### src/rtl/timer_ctrl_pkg.sv
// timer_ctrl shared types: FSM state encoding and counting-mode constants.
// Imported by the timer controller and its counter sub-module.
package timer_ctrl_pkg;

    typedef enum logic [1:0] {
        IDLE  = 2'd0,
        RUN   = 2'd1,
        PAUSE = 2'd2
    } state_t;

    localparam logic MODE_ONESHOT = 1'b0;
    localparam logic MODE_RELOAD  = 1'b1;

endpackage

### src/rtl/timer_ctrl_count.sv
// WIDTH-bit up-counter with synchronous clear, advance enable and
// wrap-to-zero on reaching the limit; term flags count == limit.
module timer_ctrl_count
    import timer_ctrl_pkg::*;
#(
    parameter int WIDTH = 4
) (
    input  logic             clock,
    input  logic             clear_n,
    input  logic             clr,
    input  logic             en,
    input  logic [WIDTH-1:0] limit,
    output logic [WIDTH-1:0] count,
    output logic             term
);

    assign term = (count == limit);

    always_ff @(posedge clock or negedge clear_n) begin
        if (!clear_n) begin
            count <= '0;
        end else if (clr) begin
            count <= '0;
        end else if (en) begin
            count <= term ? '0 : count + WIDTH'(1);
        end
    end

endmodule

### src/rtl/timer_ctrl.sv
// Interval-timer controller: IDLE/RUN/PAUSE sequencing, limit and mode
// registers, irq/overrun flags. Optional prescaler: TIMER_CTRL_PRESCALE_EN.
module timer_ctrl
    import timer_ctrl_pkg::*;
#(
    parameter int WIDTH         = 4,
    parameter int DEFAULT_LIMIT = 15
`ifdef TIMER_CTRL_PRESCALE_EN
    ,
    parameter int PRESCALE      = 4
`endif
) (
    input  logic             clock,
    input  logic             clear_n,
    input  logic             start,
    input  logic             stop,
    input  logic             mode,
    input  logic             limit_wr,
    input  logic [WIDTH-1:0] limit_in,
    input  logic             irq_ack,
    output logic [WIDTH-1:0] count,
    output logic             busy,
    output logic             done_pulse,
    output logic             irq,
    output logic             overrun
);

    localparam logic [WIDTH-1:0] LIM_RST = WIDTH'(DEFAULT_LIMIT);

    state_t           state;
    state_t           nstate;
    logic [WIDTH-1:0] limit_q;
    logic [WIDTH-1:0] limit_run;
    logic             mode_q;
    logic             tick;
    logic             term;
    logic             cnt_clr;
    logic             cnt_en;
    logic             term_ev;
    logic             start_idle;

`ifdef TIMER_CTRL_PRESCALE_EN
    localparam int PW = (PRESCALE > 1) ? $clog2(PRESCALE) : 1;
    localparam logic [PW-1:0] PMAX = PW'(PRESCALE - 1);

    logic [PW-1:0] pre;

    assign tick = (pre == PMAX);

    // Phase is kept across PAUSE so a resume finishes the partial interval.
    always_ff @(posedge clock or negedge clear_n) begin
        if (!clear_n) begin
            pre <= '0;
        end else if (state == RUN) begin
            if (!stop) begin
                pre <= tick ? '0 : pre + PW'(1);
            end
        end else if (state == IDLE || stop) begin
            pre <= '0;
        end
    end
`else
    assign tick = 1'b1;
`endif

    assign start_idle = (state == IDLE) && start;

    always_comb begin
        nstate  = state;
        cnt_clr = 1'b0;
        cnt_en  = 1'b0;
        term_ev = 1'b0;
        unique case (state)
            IDLE: begin
                if (start) begin
                    nstate  = RUN;
                    cnt_clr = 1'b1;
                end
            end
            RUN: begin
                if (stop) begin
                    nstate = PAUSE;
                end else if (tick) begin
                    cnt_en  = 1'b1;
                    term_ev = term;
                    if (term && mode_q == MODE_ONESHOT) begin
                        nstate = IDLE;
                    end
                end
            end
            PAUSE: begin
                if (stop) begin
                    nstate  = IDLE;
                    cnt_clr = 1'b1;
                end else if (start) begin
                    nstate = RUN;
                end
            end
            default: begin
                nstate  = IDLE;
                cnt_clr = 1'b1;
            end
        endcase
    end

    always_ff @(posedge clock or negedge clear_n) begin
        if (!clear_n) begin
            state <= IDLE;
        end else begin
            state <= nstate;
        end
    end

    // limit_run snapshots the old limit so a same-edge write waits a period.
    always_ff @(posedge clock or negedge clear_n) begin
        if (!clear_n) begin
            limit_q   <= LIM_RST;
            limit_run <= LIM_RST;
            mode_q    <= MODE_ONESHOT;
        end else begin
            if (state == IDLE && limit_wr) begin
                limit_q <= limit_in;
            end
            if (start_idle) begin
                limit_run <= limit_q;
                mode_q    <= mode;
            end
        end
    end

    always_ff @(posedge clock or negedge clear_n) begin
        if (!clear_n) begin
            done_pulse <= 1'b0;
            irq        <= 1'b0;
            overrun    <= 1'b0;
        end else begin
            done_pulse <= term_ev;
            if (term_ev) begin
                irq <= 1'b1;
                if (irq && !irq_ack) begin
                    overrun <= 1'b1;
                end
            end else if (irq_ack) begin
                irq     <= 1'b0;
                overrun <= 1'b0;
            end
        end
    end

    assign busy = (state != IDLE);

    timer_ctrl_count #(
        .WIDTH (WIDTH)
    ) u_count (
        .clock   (clock),
        .clear_n (clear_n),
        .clr     (cnt_clr),
        .en      (cnt_en),
        .limit   (limit_run),
        .count   (count),
        .term    (term)
    );

endmodule

### config.mk
export PLATFORM = sky130hd
export DESIGN_NAME = timer_ctrl
export DESIGN_NICKNAME = d
export VERILOG_FILES = /design/src/rtl/timer_ctrl_pkg.sv /design/src/rtl/timer_ctrl_count.sv /design/src/rtl/timer_ctrl.sv
export SDC_FILE = /design/constraint.sdc
export NUM_CORES = 1
export LEC_CHECK = 0
export CORE_MARGIN = 3
export CORE_UTILIZATION = 30
export CTS_CLUSTER_SIZE = 28
export DETAILED_ROUTE_END_ITERATION = 10
export GPL_ROUTABILITY_DRIVEN = 0
export GPL_TIMING_DRIVEN = 0
export PLACE_DENSITY = 0.5
export RECOVER_POWER = 50
export SLEW_MARGIN = 25
export SYNTH_ARGS = -nofsm -noshare
export SYNTH_HDL_FRONTEND = slang
export SYNTH_SLANG_ARGS = --single-unit
### constraint.sdc
create_clock -name clock -period 2.55 [get_ports clock]
set_input_delay 0.51 -clock clock [delete_from_list [all_inputs] [get_ports clock]]
set_output_delay 0.51 -clock clock [all_outputs]
set_load 0.05 [all_outputs]
Word-level counts from Yosys, hierarchy flattened --
Index checks and enable logic that the tools add are counted.
Word-level totals: input bits 11, register bits after elaboration 18, bits in latches 0, memories 0, ROM bits 0, output and inout port bits 8, RAM bits 0
Cells by class: multipliers 0, order comparisons 0, mux-type cells 19, reduce and logical (&&, ||, !) cells 10, equality and inequality tests 5, div/mod/pow operators 0, bitwise operators 1, $add $sub $neg 1, shift-type cells 0
Operators by type and width (number):
- 4-bit 2-to-1 mux | 3
- 1-bit 2-to-1 mux | 10
- 2-bit 2-to-1 mux | 4
- 2-bit one-hot mux with 3 select lines | 1
- 2-bit nonzero test | 3
- 4-bit by 1-bit adder with 4-bit output (second input constant) | 1
- 4-bit equality test | 1
- 1-bit logical AND | 4
- 3-bit != test (second input constant) | 1
- 1-bit one-hot mux with 3 select lines | 1
- 2-bit by 1-bit equality test with 1-bit output (second input constant) | 1
- 2-bit equality test (second input constant) | 1
- 2-bit zero test | 1
- 2-bit by 1-bit != test with 1-bit output (second input constant) | 1
- 2-bit AND reduction | 1
- 1-bit zero test | 1
- 1-bit inverter | 1

Logic depth before layout (Yosys ltp) --
Gate-level depths: netlist of run 1.
depth in word-level cells 5, gate-level depth with buffers 4, mapped depth without buffers 4

Hierarchy --
Synthesis of run 1 repeated with hierarchy kept, for this count alone.
Second synthesis, totals: cell total of the unflattened synthesis 70, area, all modules 909.6 sq um
Modules (own cells, without submodules):
- timer_ctrl | times used 1, area an instance 625.6 sq um, cells an instance 43, seq. area each 360.3 sq um
- timer_ctrl_count | times used 1, area an instance 284.0 sq um, cells an instance 27, seq. area each 100.1 sq um

Worst setup path before layout of run 1 --
OpenSTA, ideal clock, no wires.
path type reg2reg, start point reg u_count.count[1], end point reg state[0], arrival 1.582 ns, path buffers 0, stages on the path, launching flop included 5, path slack 0.844 ns, setup time 0.124 ns, clock period less this slack 1.706 ns, cell sequence dfrtp_1 > xor2_1 > nor4_4 > nand2b_1 > a211o_1
Between the ends: word-level cells in the longest chain between the ends 3
Ends and longest elaborated chain:
- start: declaration | line timer_ctrl_count.sv:13 | output logic [WIDTH-1:0] count,
- start signal: assignment | line timer_ctrl_count.sv:25 | count <= term ? '0 : count + WIDTH'(1);
- 4-bit equality test | line timer_ctrl_count.sv:17 | assign term = (count == limit);
- 1-bit logical AND | line timer_ctrl.sv:86 | if (term && mode_q == MODE_ONESHOT) begin
- 3-bit != test (no line)
- end signal: assignment | line timer_ctrl.sv:110 | state <= nstate;
- end: declaration | line timer_ctrl.sv:30 | state_t state;
Every way passes these cells. A chain may end at the register's enable or synchronous reset.

Final worst setup path of run 1 --
start point reg state[1], end point out busy
Between the ends: word-level cells in the longest chain between the ends 1
Ends and longest elaborated chain:
- 2-bit nonzero test | line timer_ctrl.sv:150 | assign busy = (state != IDLE);
- end: declaration | line timer_ctrl.sv:22 | output logic busy,
Every way passes these cells.

==> results of run 1 <==
## metrics by stage
stage               worst slack (ns)  area, um^2
finish                         0.231        1090
floorplan                      0.844         853
detailed placement             0.525        1070
global route                   0.168        1090
CTS                            0.192        1090
global placement               0.520        1070
## worst paths after layout
| check | slack, ns | endpoint | depth (start not counted) |
|---|---|---|---|
| min | 0.51 | mode_q | 1 |
| max reg2reg | 0.97 | limit_q[3] | 3 |
| max | 0.23 | busy | 2 |
| min in group asynchronous | 0.75 | state[0] | 1 |
| max in group asynchronous | 1.31 | state[1] | 1 |
| min reg2reg | 0.51 | mode_q | 1 |
## synthesized netlist by cell type
cell type	number
dfrtp_1	10
and2b_1	1
o21ai_0	3
nor2_1	6
inv_1	4
xnor2_1	1
a221o_2	1
or2_2	2
mux2i_1	1
a211o_1	1
nand2b_1	1
dfstp_2	8
nand3_1	1
ha_1	1
a31oi_1	1
nand2_1	3
nor4_4	1
mux2_2	10
nor3b_4	1
nor2_2	1
nor2b_1	1
xor2_2	1
o22ai_1	1
xor2_1	5
o2111ai_1	1
## layout make-up
type | instances | area (um^2) | area share [%]
clock buffers | 3 | 22.5 | 2.06
inverters | 4 | 15.0 | 1.38
multi-input cells | 45 | 375 | 34.4
flip-flops and latches | 18 | 460 | 42.2
well taps | 30 | 37.5 | 3.44
repair buffers | 18 | 180 | 16.5
## per-layer routing
metal	up-vias	share of wire, %	global-route usage [%]
met1	265	48	12.7
li1	272	-	-
met3	2	6.7	4.14
met5	-	0	0
met4	0	0.87	2.91
met2	15	45	15.1
## critical path: stages (launching register included)
cell and delay [ns]:
dfrtp_1 0.47, or2_2 0.34, clkdlybuf4s50_1 0.72
## where the power goes
part           switching (W)  internal (W)  leakage, nW
sequential         0.0000992      0.000441        0.217
clock              0.0000768     0.0000548       0.0138
combinational       0.000288      0.000250        0.235
total               0.000464      0.000746        0.466
## registers in the layout, indices dropped and copies added, names as in the netlist
name and cells:
irq 1, limit_q 4, mode_q 1, u_count.count 4, state 2, overrun 1
limit_run 4, done_pulse 1
## cell families after synthesis
| group | share of synthesized area, % |
|---|---|
| flops | 54.0 |
| fa+ha+maj | 1.47 |
| buf+inv | 1.76 |
| simple gates | 13.8 |
| xor+xnor | 8.06 |
| mux | 14.4 |
| compound gates | 6.60 |
==> impl_metrics.py, run 1 <==
metrics = {
    "grt": {
        "antenna_found_initial": 0,
        "grtUsageTotal_pct": 9.88,
        "overflow": 0,
        "grt_pass1_wl_mm": 2.56,
        "grt_pass1_vias": 576,
        "grt_max_degree": 19,
    },
    "timing": {
        "final-hold-violation-count": 0,
        "clock_skew_ns": 0.00231,
        "period_share_pct": 90.9,
        "min_period_ns": 2.32,
        "fin_hold_ws_ns": 0.512,
        "rsz0062_at_grt": "false",
        "worst_pin_slew_ns": 0.790,
        "drv_slew": 0,
        "setup_tns_ns": 0,
        "slew_headroom_pct": 47.2,
        "clock.fmax_mhz": 431,
        "finalSetupViolCount": 0,
    },
    "finish": {
        "utilization_pct": 42.1,
        "area.growth.synth_to_final_pct": 27.9,
        "drive_above_1_share_pct": 30.7,
        "mostFrequentLayoutCells": "clkdlybuf4s50_1, mux2_2, dfrtp_1",
        "n_antenna_cell": 0,
        "instances_no_fill": 118,
        "final_common_cell": "clkdlybuf4s50_1",
        "layout.nets": 102,
        "num-fill-cells": 258,
    },
    "worst_setup_path": {
        "crit_type": "flip-flop to primary output",
        "r2r-start": "state[1]",
        "start_kind": "flip-flop",
        "startpoint": "state[1]",
        "arrival_ns": 1.81,
        "crit_path_max_fanout": 7,
        "endpoint_kind": "primary output",
        "crit_required_ns": 2.04,
    },
    "placed_design": {
        "dp.cells": 115,
        "hpwl_mm": 1.12,
        "io_buffers": 18,
    },
    "route": {
        "drtIter0Drc": 7,
        "dr.pass1.iters": 4,
        "vias_per_cell": 4.69,
        "vias": 554,
        "route.antenna.remaining_nets": 0,
        "wl_per_cell_um": 12.6,
        "wl_mm": 1.49,
        "drc_errors": 0,
    },
    "clock_tree": {
        "root_buffer": "clkbuf_4",
        "clk_pin_slew_worst_paths_ns": 0.09,
        "post_cts_buffers": 0,
        "cts-hold-fix-buffers": 0,
        "cts_buffers": 3,
        "cts_tree": "yes",
        "cts.sinks": 18,
        "cts_max_level": 1,
        "cts_max_path_buffers": 2,
        "cts_resized": 0,
        "clock_latency_ns": 0.28,
    },
    "logic_synthesis": {
        "synthesis.nets": 79,
        "yosys_warnings": 0,
        "yosys-top-cells-area": "dfrtp_1, dfstp_2, mux2_2",
        "yosysSeqAreaShare_pct": 54.0,
        "synth_cells": 67,
        "synth-seq-cells": 18,
        "synth_top_cell_area_share_pct": 29.3,
        "synth.distinct_cells": 25,
        "yosysTopAreaCell": "dfrtp_1",
        "syn_area_um2": 853,
        "syn_avg_cell_area_um2": 12.7,
    },
    "die": {
        "core_area_um2": 2590,
        "boundaryPins": 19,
        "rows": 18,
        "die_w_um": 59.3,
        "die_area_um2": 3520,
        "die_y_um": 59.3,
        "start_util_pct": 32.9,
    },
    "pwr": {
        "irDropWorstVdd_mv": 0.475,
        "power.total_w": 0.00121,
        "p_leak_nw": 0.466,
        "power_density_nw_per_um2": 1110,
    },
    "min_path": {
        "hp-class": "flip-flop to flip-flop",
        "worstHoldStart": "mode_q",
    },
    "job": {
        "drv_cap": 0,
    },
    "outcome": {
        "outcome": "complete, no violations",
    },
}
Power figures use the tool's default switching activity.
==> inputs of run 2 (changes only) <==
CORE_UTILIZATION = 40   (was 30)
PLACE_DENSITY = 0.64   (was 0.5)
==> run 2 against run 1 <==
Compared with the run above: clock power up 9%; worst setup slack got worse by 0.0038 ns; critical path depth unchanged; sequential share of layout area stayed put; highest routed layer unchanged; register-to-register slack lost 0.04 ns; fmax is 0.16% lower.
==> impl_metrics.py, run 2 (synthesis gave the netlist of run 1 again) <==
metrics = {
    "outcome": {
        "outcome": "complete, no violations",
    },
    "clock_tree": {
        "clk_pin_slew_worst_paths_ns": 0.10,
        "clock_latency_ns": 0.29,
        "root_buffer": "clkbuf_4",
        "cts_max_level": 1,
        "cts_buffers": 3,
        "cts_max_path_buffers": 2,
        "cts_resized": 0,
        "cts_tree": "yes",
        "cts-hold-fix-buffers": 0,
        "cts.sinks": 18,
        "post_cts_buffers": 0,
    },
    "pwr": {
        "clockPowerShare_pct": 11.8,
        "p_sw_share_pct": 38.1,
        "p_leak_nw": 0.467,
        "power.internal_w": 0.000752,
        "comb_power_share_pct": 43.8,
        "p_sw_w": 0.000463,
        "seq_power_share_pct": 44.3,
        "power.total_w": 0.00122,
        "power_density_nw_per_um2": 1110,
        "irDropWorstVdd_mv": 0.576,
    },
    "worst_setup_path": {
        "startpoint": "state[1]",
        "r2r-start": "state[1]",
        "crit_type": "flip-flop to primary output",
        "start_kind": "flip-flop",
        "arrival_ns": 1.81,
        "crit_path_max_fanout": 7,
        "crit_required_ns": 2.04,
        "endpoint_kind": "primary output",
    },
    "finish": {
        "drive_above_1_share_pct": 30.3,
        "layout.nets": 102,
        "area.growth.synth_to_final_pct": 27.9,
        "utilization_pct": 55.1,
        "final_common_cell": "clkdlybuf4s50_1",
        "largestRegisters": "limit_q (4), limit_run (4), u_count.count (4)",
        "mostFrequentLayoutCells": "clkdlybuf4s50_1, mux2_2, dfrtp_1",
        "n_antenna_cell": 0,
    },
    "route": {
        "route.antenna.remaining_nets": 0,
        "dr.pass1.iters": 4,
        "vias": 547,
        "wl_per_cell_um": 12.4,
        "vias_per_cell": 4.72,
        "drtIter0Drc": 2,
        "drc_errors": 0,
        "wl_mm": 1.44,
    },
    "die": {
        "die_w_um": 52.2,
        "die_area_um2": 2720,
        "boundaryPins": 19,
        "rows": 16,
        "start_util_pct": 43.1,
        "core_area_um2": 1980,
        "die_y_um": 52.2,
    },
    "grt": {
        "grtUsageTotal_pct": 13.6,
        "grt_pass1_wl_mm": 2.62,
        "antenna_found_initial": 0,
        "grt_pass1_vias": 582,
        "grt_max_degree": 19,
        "overflow": 0,
    },
    "timing": {
        "rsz0062_at_grt": "false",
        "final-hold-violation-count": 0,
        "slew_headroom_pct": 48.1,
        "setup_tns_ns": 0,
        "worst_pin_slew_ns": 0.776,
        "clock_skew_ns": 0.00902,
        "drv_slew": 0,
        "period_share_pct": 91.1,
        "fin_ws_ns": 0.228,
        "finalSetupViolCount": 0,
        "clock.fmax_mhz": 431,
        "fin_hold_ws_ns": 0.510,
        "min_period_ns": 2.32,
    },
    "placed_design": {
        "io_buffers": 18,
        "place_ws_ns": 0.540,
        "hpwl_mm": 1.11,
    },
    "min_path": {
        "hp-class": "flip-flop to flip-flop",
        "worstHoldStart": "mode_q",
    },
    "job": {
        "drv_cap": 0,
    },
}
[run 2: cell count changes in the layout (fill, tap and decap cells not counted), sizes merged]
cell | previous run | this run
clkbuf | 3 | 4
[run 2: routing by layer]
layer,wire [um],track usage [%],part of all wire [%],up-vias
met1,654,17.4,45,256
met4,41,8.94,2.8,0
met2,684,20.9,48,13
li1,-,-,-,273
met5,0,0,0,-
met3,59,2.56,4.1,5
[run 2: power groups by stage]
stage	logic, W	registers, W	clock network, W
4_1_cts	0.000543	0.000541	0.000152
3_5_place_dp	0.000541	0.000547	0
6_report	0.000533	0.000539	0.000144
2_1_floorplan	0.000348	0.000596	0
5_1_grt	0.000583	0.000558	0.000167
3_3_place_gp	0.000536	0.000541	0
[run 2: final timing paths]
| path | end | slack, ns | depth (start not counted) |
|---|---|---|---|
| max reg2reg | limit_q[3] | 0.93 | 3 |
| min in group asynchronous | done_pulse | 0.73 | 1 |
| min reg2reg | mode_q | 0.51 | 1 |
| min | mode_q | 0.51 | 1 |
| max | busy | 0.23 | 2 |
| max in group asynchronous | overrun | 1.33 | 1 |
[run 2: cell type report]
| cell class | instances | area [um^2] |
|---|---|---|
| fill | 186 | 891 |
| tap | 27 | 33.8 |
| multi-input combinational | 45 | 375 |
| inverter | 4 | 15.0 |
| timing repair buffer | 18 | 180 |
| sequential | 18 | 460 |
| clock buffer | 4 | 26.3 |
[run 2: stage by stage]
stage	std cells	area, um^2
after CTS	116	1090
final	116	1090
after global placement	112	1070
after detailed placement	112	1070
after global routing	116	1090
after floorplan	67	853
[run 2: critical path, cell delays in order, from the launching register on]
cell	delay, ns
dfrtp_1	0.48
or2_2	0.34
clkdlybuf4s50_1	0.70
==> inputs of run 3 (changes only) <==
GPL_TIMING_DRIVEN = default   (was 0)
==> run 3 against run 2 <==
Compared with the run above: combinational power increased by 0.8%; critical path depth unchanged; highest routed layer is now met3; clock power increased by 21%; sequential cell count unchanged; global-route usage decreased by 0.99 points; power increased by 2.8%; utilization increased by 0.69 points.
==> impl_metrics.py, run 3 (synthesis gave the netlist of run 1 again) <==
metrics = {
    "outcome": {
        "outcome": "complete, no violations",
    },
    "finish": {
        "largestRegisters": "limit_q (4), limit_run (4), u_count.count (4)",
        "utilization_pct": 55.7,
        "area.growth.synth_to_final_pct": 29.5,
        "instances_no_fill": 117,
        "num-fill-cells": 172,
        "drive_above_1_share_pct": 31.1,
        "final_common_cell": "clkdlybuf4s50_1",
        "layout.nets": 103,
        "n_antenna_cell": 0,
        "mostFrequentLayoutCells": "clkdlybuf4s50_1, mux2_2, dfrtp_1",
    },
    "die": {
        "die_w_um": 52.2,
        "rows": 16,
        "die_area_um2": 2720,
        "boundaryPins": 19,
        "die_y_um": 52.2,
        "start_util_pct": 43.1,
        "core_area_um2": 1980,
    },
    "clock_tree": {
        "root_buffer": "clkbuf_4",
        "post_cts_buffers": 0,
        "clock_latency_ns": 0.29,
        "cts_max_path_buffers": 2,
        "cts_buffers": 3,
        "cts_max_level": 1,
        "cts-hold-fix-buffers": 0,
        "cts_resized": 0,
        "clk_pin_slew_worst_paths_ns": 0.10,
        "cts_tree": "yes",
        "cts.sinks": 18,
    },
    "grt": {
        "overflow": 0,
        "grt_pass1_wl_mm": 2.47,
        "grt_max_degree": 19,
        "antenna_found_initial": 0,
        "grtUsageTotal_pct": 12.7,
        "grt_pass1_vias": 580,
    },
    "worst_setup_path": {
        "cp_cell_sequence": "or2_2 > clkdlybuf4s50_1",
        "r2r_slack_ns": 0.95,
        "crit_required_ns": 2.04,
        "slowest_stage": "clkdlybuf4s50_1",
        "crit_type": "flip-flop to primary output",
        "path_delay_family": "buffers and inverters",
        "endpoint_kind": "primary output",
        "crit_path_max_fanout": 7,
        "crit_path_max_incr_delay_ns": 0.71,
        "crit_buf_inv": 1,
        "start_kind": "flip-flop",
        "arrival_ns": 1.81,
    },
    "timing": {
        "clock.fmax_mhz": 431,
        "final-hold-violation-count": 0,
        "period_share_pct": 91.1,
        "clock_skew_ns": 0.00227,
        "drv_slew": 0,
        "fin_hold_ws_ns": 0.519,
        "rsz0062_at_grt": "false",
        "worst_pin_slew_ns": 0.944,
        "finalSetupViolCount": 0,
        "setup_tns_ns": 0,
        "min_period_ns": 2.32,
        "slew_headroom_pct": 37.1,
    },
    "pwr": {
        "power.total_w": 0.00125,
        "power_density_nw_per_um2": 1130,
        "irDropWorstVdd_mv": 0.558,
        "p_leak_nw": 0.474,
    },
    "route": {
        "drtIter0Drc": 5,
        "wl_mm": 1.43,
        "dr.pass1.iters": 4,
        "vias": 554,
        "route.antenna.remaining_nets": 0,
        "drc_errors": 0,
        "wl_per_cell_um": 12.2,
        "vias_per_cell": 4.74,
    },
    "placed_design": {
        "dp.cells": 113,
        "io_buffers": 18,
        "hpwl_mm": 1.08,
    },
    "job": {
        "drv_cap": 0,
    },
    "min_path": {
        "hp-class": "flip-flop to flip-flop",
    },
}
run 3: metrics by stage:
stage | instance area [um^2] | worst slack [ns]
floorplan | 853 | 0.844
global placement | 1070 | 0.551
detailed placement | 1070 | 0.542
CTS | 1110 | 0.196
global route | 1100 | 0.163
finish | 1100 | 0.228
run 3: layer usage:
layer	GRT usage, %	part of all wire [%]	vias to the layer above
met2	20.9	48	8
li1	-	-	276
met3	3.42	3.7	0
met1	15.6	48	270
met5	0	0	-
met4	5.11	0	0
run 3: area by class of cell:
type / count / area (um^2) / area share, %
timing repair buffer: 19 / 184 / 16.6
tap: 27 / 33.8 / 3.06
sequential: 18 / 460 / 41.7
multi-input combinational: 45 / 375 / 34.0
clock buffer: 4 / 36.3 / 3.28
inverter: 4 / 15.0 / 1.36
run 3: power by group:
| group | switching, W | total, W | internal [W] |
|---|---|---|---|
| clock network | 0.0000866 | 0.000174 | 0.0000869 |
| registers | 0.0000982 | 0.000539 | 0.000441 |
| logic | 0.000286 | 0.000537 | 0.000251 |
| total | 0.000471 | 0.00125 | 0.000779 |
run 3: final timing paths:
check                                   end     start  cells past startpoint
min in group asynchronous          state[1]   clear_n                      2
max                                    busy  state[1]                      2
min reg2reg                          mode_q    mode_q                      1
min                                  mode_q    mode_q                      1
max in group asynchronous  u_count.count[2]   clear_n                      2
max reg2reg                      limit_q[2]  state[1]                      3
run 3: worst register-to-register path, cell delays in order, from the launching register on:
cell	delay, ns
dfrtp_1	0.48
or2_2	0.34
nor2_1	0.34
mux2_2	0.39
